File: config.mk
export PLATFORM = sky130hd
export DESIGN_NAME = button_conditioner
export DESIGN_NICKNAME = d
export VERILOG_FILES = /design/src/rtl/button_conditioner_pkg.sv /design/src/rtl/button_conditioner_btn_channel.sv /design/src/rtl/button_conditioner.sv
export SDC_FILE = /design/constraint.sdc
export NUM_CORES = 1
export LEC_CHECK = 0
export BUFFER_PORTS_ARGS = -buffer_cell sky130_fd_sc_hd__buf_2
export CAP_MARGIN = 25
export CORE_ASPECT_RATIO = 0.7
export CORE_MARGIN = 2
export CORE_UTILIZATION = 36
export CTS_CLUSTER_DIAMETER = 80
export CTS_CLUSTER_SIZE = 24
export DETAILED_ROUTE_END_ITERATION = 8
export PLACE_DENSITY = 0.51
export SETUP_SLACK_MARGIN = 0.4
export SYNTH_ARGS = -nofsm -noshare
export SYNTH_HDL_FRONTEND = slang
export SYNTH_HIERARCHICAL = 1
export SYNTH_SLANG_ARGS = --single-unit
File: constraint.sdc
create_clock -name clk -period 2.4 [get_ports clk]
set_input_delay 0.48 -clock clk [delete_from_list [all_inputs] [get_ports clk]]
set_output_delay 0.48 -clock clk [all_outputs]
set_load 0.01 [all_outputs]
File: src/rtl/button_conditioner_pkg.sv
// Shared types and default timing constants for the four-way button conditioner.
// Channel indices follow the bit order of the held output: {right,left,down,up}.
package button_conditioner_pkg;

    typedef enum logic [2:0] {
        ST_IDLE       = 3'd0,
        ST_PRESS_DB   = 3'd1,
        ST_HOLD       = 3'd2,
        ST_REPEAT     = 3'd3,
        ST_RELEASE_DB = 3'd4
    } btn_state_t;

    localparam int unsigned DB_COUNT_DEF   = 250000;
    localparam int unsigned RPT_DELAY_DEF  = 25000000;
    localparam int unsigned RPT_PERIOD_DEF = 5000000;
    localparam int unsigned CNT_W_DEF      = 26;

    localparam int N_CH     = 4;
    localparam int CH_UP    = 0;
    localparam int CH_DOWN  = 1;
    localparam int CH_LEFT  = 2;
    localparam int CH_RIGHT = 3;

    // A button counts as held from the accepted press until its release is debounced.
    function automatic logic is_held(btn_state_t s);
        return (s == ST_HOLD) || (s == ST_REPEAT) || (s == ST_RELEASE_DB);
    endfunction

endpackage

File: src/rtl/button_conditioner_btn_channel.sv
// One button channel: two-flop synchronizer, debounce/auto-repeat FSM and its counter.
// pulse_req and held_next are combinational; the parent registers them.
//
// state         | meaning
// ------------- | ---------------------------------------------------------
// ST_IDLE       | button released and debounced
// ST_PRESS_DB   | synced high, waiting for DB_COUNT stable cycles
// ST_HOLD       | press accepted, counting toward the first auto-repeat
// ST_REPEAT     | auto-repeating every RPT_PERIOD cycles
// ST_RELEASE_DB | synced low, waiting for DB_COUNT stable cycles
module btn_channel
    import button_conditioner_pkg::*;
#(
    parameter int unsigned DB_COUNT   = DB_COUNT_DEF,
    parameter int unsigned RPT_DELAY  = RPT_DELAY_DEF,
    parameter int unsigned RPT_PERIOD = RPT_PERIOD_DEF,
    parameter int unsigned CNT_W      = CNT_W_DEF
) (
    input  logic clk,
    input  logic rst,
    input  logic raw,
    output logic pulse_req,
    output logic held_next
);

    localparam logic [CNT_W-1:0] DB_LAST     = CNT_W'(DB_COUNT - 1);
    localparam logic [CNT_W-1:0] DELAY_LAST  = CNT_W'(RPT_DELAY - 1);
    localparam logic [CNT_W-1:0] PERIOD_LAST = CNT_W'(RPT_PERIOD - 1);
    localparam logic [CNT_W-1:0] CNT_MAX     = '1;

    logic [1:0]       sync_q;
    logic             synced;
    btn_state_t       state_q, state_d;
    logic [CNT_W-1:0] cnt_q, cnt_d, cnt_inc;
    logic             from_rpt_q, from_rpt_d;

    always_ff @(posedge clk or negedge rst) begin
        if (!rst) begin
            sync_q <= 2'b00;
        end else begin
            sync_q <= {sync_q[0], raw};
        end
    end

    assign synced  = sync_q[1];
    assign cnt_inc = (cnt_q == CNT_MAX) ? cnt_q : cnt_q + CNT_W'(1);

    always_ff @(posedge clk or negedge rst) begin
        if (!rst) begin
            state_q    <= ST_IDLE;
            cnt_q      <= '0;
            from_rpt_q <= 1'b0;
        end else begin
            state_q    <= state_d;
            cnt_q      <= cnt_d;
            from_rpt_q <= from_rpt_d;
        end
    end

    always_comb begin
        state_d    = state_q;
        cnt_d      = cnt_q;
        from_rpt_d = from_rpt_q;
        pulse_req  = 1'b0;
        case (state_q)
            ST_IDLE: begin
                if (synced) begin
                    state_d = ST_PRESS_DB;
                    cnt_d   = '0;
                end
            end
            ST_PRESS_DB: begin
                if (!synced) begin
                    state_d = ST_IDLE;
                    cnt_d   = '0;
                end else if (cnt_q >= DB_LAST) begin
                    state_d   = ST_HOLD;
                    cnt_d     = '0;
                    pulse_req = 1'b1;
                end else begin
                    cnt_d = cnt_inc;
                end
            end
            ST_HOLD: begin
                if (!synced) begin
                    // The first low sample already counts toward the release debounce.
                    state_d    = ST_RELEASE_DB;
                    cnt_d      = CNT_W'(1);
                    from_rpt_d = 1'b0;
                end else if (cnt_q >= DELAY_LAST) begin
                    state_d   = ST_REPEAT;
                    cnt_d     = '0;
                    pulse_req = 1'b1;
                end else begin
                    cnt_d = cnt_inc;
                end
            end
            ST_REPEAT: begin
                if (!synced) begin
                    state_d    = ST_RELEASE_DB;
                    cnt_d      = CNT_W'(1);
                    from_rpt_d = 1'b1;
                end else if (cnt_q >= PERIOD_LAST) begin
                    cnt_d     = '0;
                    pulse_req = 1'b1;
                end else begin
                    cnt_d = cnt_inc;
                end
            end
            ST_RELEASE_DB: begin
                if (synced) begin
                    state_d = from_rpt_q ? ST_REPEAT : ST_HOLD;
                    cnt_d   = '0;
                end else if (cnt_q >= DB_LAST) begin
                    state_d = ST_IDLE;
                    cnt_d   = '0;
                end else begin
                    cnt_d = cnt_inc;
                end
            end
            default: begin
                state_d = ST_IDLE;
                cnt_d   = '0;
            end
        endcase
    end

    assign held_next = is_held(state_d);

endmodule

File: src/rtl/button_conditioner.sv
// Four debounced push-button channels with auto-repeat and opposing-pair suppression.
// Pulses and held levels are registered here so all outputs come straight from flops.
module button_conditioner
    import button_conditioner_pkg::*;
#(
    parameter int unsigned DB_COUNT   = DB_COUNT_DEF,
    parameter int unsigned RPT_DELAY  = RPT_DELAY_DEF,
    parameter int unsigned RPT_PERIOD = RPT_PERIOD_DEF,
    parameter int unsigned CNT_W      = CNT_W_DEF
) (
    input  logic       clk,
    input  logic       rst,
    input  logic       btn_up,
    input  logic       btn_down,
    input  logic       btn_left,
    input  logic       btn_right,
    output logic       up,
    output logic       down,
    output logic       left,
    output logic       right,
    output logic [3:0] held
);

    logic [N_CH-1:0] raw_vec;
    logic [N_CH-1:0] req_vec;
    logic [N_CH-1:0] held_next_vec;
    logic [N_CH-1:0] pulse_d;
    logic [N_CH-1:0] pulse_q;
    logic [N_CH-1:0] held_q;

    assign raw_vec = {btn_right, btn_left, btn_down, btn_up};

    for (genvar i = 0; i < N_CH; i++) begin : g_ch
        btn_channel #(
            .DB_COUNT  (DB_COUNT),
            .RPT_DELAY (RPT_DELAY),
            .RPT_PERIOD(RPT_PERIOD),
            .CNT_W     (CNT_W)
        ) u_ch (
            .clk      (clk),
            .rst      (rst),
            .raw      (raw_vec[i]),
            .pulse_req(req_vec[i]),
            .held_next(held_next_vec[i])
        );
    end

    // Contradictory commands in one cycle are dropped rather than arbitrated.
    always_comb begin
        pulse_d = req_vec;
        if (req_vec[CH_UP] && req_vec[CH_DOWN]) begin
            pulse_d[CH_UP]   = 1'b0;
            pulse_d[CH_DOWN] = 1'b0;
        end
        if (req_vec[CH_LEFT] && req_vec[CH_RIGHT]) begin
            pulse_d[CH_LEFT]  = 1'b0;
            pulse_d[CH_RIGHT] = 1'b0;
        end
    end

    always_ff @(posedge clk or negedge rst) begin
        if (!rst) begin
            pulse_q <= '0;
            held_q  <= '0;
        end else begin
            pulse_q <= pulse_d;
            held_q  <= held_next_vec;
        end
    end

    assign up    = pulse_q[CH_UP];
    assign down  = pulse_q[CH_DOWN];
    assign left  = pulse_q[CH_LEFT];
    assign right = pulse_q[CH_RIGHT];
    assign held  = held_q;

endmodule

==> qor.txt <==
Synth Instances = 1090
Beginning of the critical path = g_ch[3].u_ch/cnt_q[9]
Max stage delay cell, worst path = or4_1
Antenna violations before repair = 0
Leakage power of the design = 5.24 nW
Max Buffers Root-to-Sink = 2
Synthesized area per cell = 8.78 um2
Prevailing post-synth register cell = dfrtp_1
1st-pass router iterations = 7
Num rows = 49
Largest net degree at the start of global routing = 39
Synthesized-area fraction occupied by ao, oa, aoi and oai cells = 23.6%
Clock network latency to the later pin of the worst-skew pair = 0.44 ns
Worst-path cell chain = or4_1 > o211ai_1 > nand4_1 > o41ai_4 > nor2_4 > buf_6 > o31ai_2
Count of H-tree levels built during CTS = 4
Count of pins on the block boundary = 14
Cell internal power dissipation = 4.19 mW
Sequential share of power = 41.8%
Maximum Capacitance Violations = 0
Detail Placement HPWL = 19.9 mm
Routed wire length = 29.9 mm
Number of synthesized register bits = 136
Fraction of layout cells with a size suffix above 1 = 44.6%
Most common library cell in the layout ignoring fill and taps = buf_4
Initial core utilization = 37.0%
Largest family of logic cells by synthesized area = simple AND/OR/NAND/NOR gates
Gate family responsible for the most delay along the worst path = simple AND/OR/NAND/NOR gates
Overall die width = 199 um
Result of the run = complete, no violations
Adder-cell area share of the yosys netlist = 0.523%
Required time worst endpoint = 2.74 ns
Setup clock skew after layout = 0.00980 ns
Final setup violation count = 0
Fraction of power spent switching nets = 24.8%
Part of the total power dissipated in combinational logic = 9.0%
Endpoint type of the worst setup path = register
Post-Synth XOR/XNOR Area = 1.92%
Core Footprint = 0.0259 mm2
R2r startpoint = g_ch[3].u_ch/cnt_q[9]
Worst Path Max Fanout = 6
Fraction of power consumed by the clock network = 49.2%
Hold wc startpoint = btn_left
Classification of the worst setup path = register to register
Routability congestion estimate = 0.879
Floorplan die height = 140 um
Library cells used by synthesis = 80
Number of slew-limit violations in the final report = 0
Cts bufs inserted = 17
Global-route wire length before repair = 48.1 mm
Die area = 0.0279 mm2
RSZ-0062 raised after global routing = yes
Worst-margin pin slew = 0.501 ns
Critical path startpoint category = register
Cell Pwr Density = 411 mW/mm2
Sum of buffers and inverters on the critical path = 1
Global routing usage summed across all routing layers = 21.6%
Placed Instance Area = 0.0109 mm2
Clk slew on worst S/H paths = 0.06 ns
Total number of vias = 9326
Number of I/O port buffers = 13
EDFF count, synth = 0
Most frequent cells in the layout = buf_4 (167), nand2_1 (124), dfrtp_1 (106)
Shortest clock period the worst path allows after layout = 2.32 ns
Worst path max stage delay = 0.52 ns
Number of clock sinks seen by CTS = 136
Synth-to-layout area growth = 41.7%
Hold Vio Cnt, Final = 0
Remaining antenna violation count = 0
Share of the yosys chip area belonging to registers = 35.6%
Cell at the root of the clock tree = clkbuf_16
Synthesized Nets = 1100
Worst min-delay path category = primary input to register
Data arrival time at the worst-slack endpoint = 2.65 ns
Mux cell area share after synthesis = 2.20%
Achievable Freq = 0.432 GHz
Final routed wire length divided by cell count = 18.3 um
Final period utilization = 96.5%
Maximum resistive drop on vdd = 0.489 mV
Overflow after GRT = 0
Residual DRC count = 0
Iteration-0 DRC Markers = 691
Net load switching power = 1.38 mW
Number of warnings printed during yosys synthesis = 6
TritonCTS clock tree = yes
Via count normalized by instance count = 5.72
Proportion of synthesized flip-flops having asynchronous set or reset = 100%
Number of nets in the layout = 1269
Area fraction in and, or, nand and nor cells after synthesis = 29.5%
Post-route setup TNS = 0 ns
Number of antenna repair diodes = 0
Via count of the first global-routing pass = 8768
Layout Cell Area excl Fill = 0.0136 mm2
Max-slew headroom at the worst pin = 66.5%
Cell area after technology mapping = 0.00957 mm2
## state kept, by name (all words and copies together) (netlist names)
name and cells:
g_ch.u_ch/from_rpt_q 4, g_ch.u_ch/cnt_q 104, g_ch.u_ch/state_q 12, g_ch.u_ch/sync_q 8, held 4, pulse_q 4
## repair_timing
action                                  in CTS  in global routing
setup buffers                               46                 30
endpoints found under the setup margin     111                114
pin swaps                                  103                 81
endpoints found under the hold margin       30                  0
gates resized for setup                    173                131
cloned                                       4                  1
hold buffers                                 1                  0
## routing by layer
layer | wire [um] | up-vias | GRT usage, %
li1 | - | 4460 | -
met5 | 0 | - | 0
met3 | 1290 | 26 | 4.33
met4 | 276 | 0 | 3.85
met1 | 15300 | 4603 | 33.6
met2 | 13100 | 237 | 30.9
## layout make-up
type	count	area, um2
fill	2370	12300
multi-input combinational	843	6810
sequential	136	3440
timing repair buffer	240	2170
clock buffer	20	457
tap	357	447
clock inverter	12	148
inverter	21	78.8
## cell usage after synthesis, types with 10 or more instances
cell type	number	area, um2
a211oi_1	17	128
a21oi_1	21	105
a31oi_1	10	62.6
and2_1	17	106
and3_1	20	125
buf_2	34	170
buf_6	12	135
clkbuf_1	27	101
dfrtp_1	136	3400
inv_1	21	78.8
mux2i_1	15	150
nand2_1	129	484
nand3_1	61	305
nand4_1	52	325
nor2_1	53	199
nor2_4	10	113
nor3_1	72	360
nor4_1	16	100
o211ai_1	24	180
o21ai_0	63	315
o21ai_1	14	70.1
o221ai_1	16	140
o31ai_1	22	165
or3_1	12	75.1
xor2_1	12	105
## path summary, 6_finish.rpt
kind                                     endpoint  slack (ns)  cells after the start
max reg2reg                g_ch[3].u_ch/cnt_q[20]        0.08                      7
min                        g_ch[2].u_ch/sync_q[0]        0.15                      1
max                        g_ch[3].u_ch/cnt_q[20]        0.08                      7
min in group asynchronous   g_ch[0].u_ch/cnt_q[2]        0.50                      2
min reg2reg                g_ch[3].u_ch/sync_q[1]        0.35                      0
max in group asynchronous   g_ch[1].u_ch/cnt_q[6]        1.30                      3
## worst reg2reg max path, delay by kind of cell, from the launching register on
family	cells	cell delay (ns)
simple gates	3	0.93
compound gates	3	0.71
flops	1	0.42
buf+inv	1	0.17
## stage by stage
stage	cells	util, %	power (mW)	hold slack [ns]	setup WS [ns]
floorplan	1090	-	2.56	0.184	0.0299
global placement	1515	42.2	2.76	0.335	0.0624
detailed placement	1515	42.2	2.76	0.336	0.0209
CTS	1598	49.0	5.62	0.123	0.0632
global route	1629	52.4	5.81	0.130	0.0147
finish	1629	52.4	5.58	0.147	0.0832
## power by group through the flow
stage	clock (mW)	combinational, mW	sequential [mW]
floorplan	0	0.190	2.37
global placement	0	0.387	2.37
detailed placement	0	0.388	2.37
CTS	2.83	0.463	2.33
global route	2.93	0.543	2.33
finish	2.74	0.500	2.33
## cells by family (layout without fill, tap and decap cells)
family,count (synthesis),in the layout
muxes,20,20
AOI/OAI and AO/OA,281,281
xor gates and xnor gates,21,21
and+or+nand+nor,516,517
buffers and inverters,112,293
adders and majority gates,4,4
DFF,136,136
(Power assumes the default switching activity.)
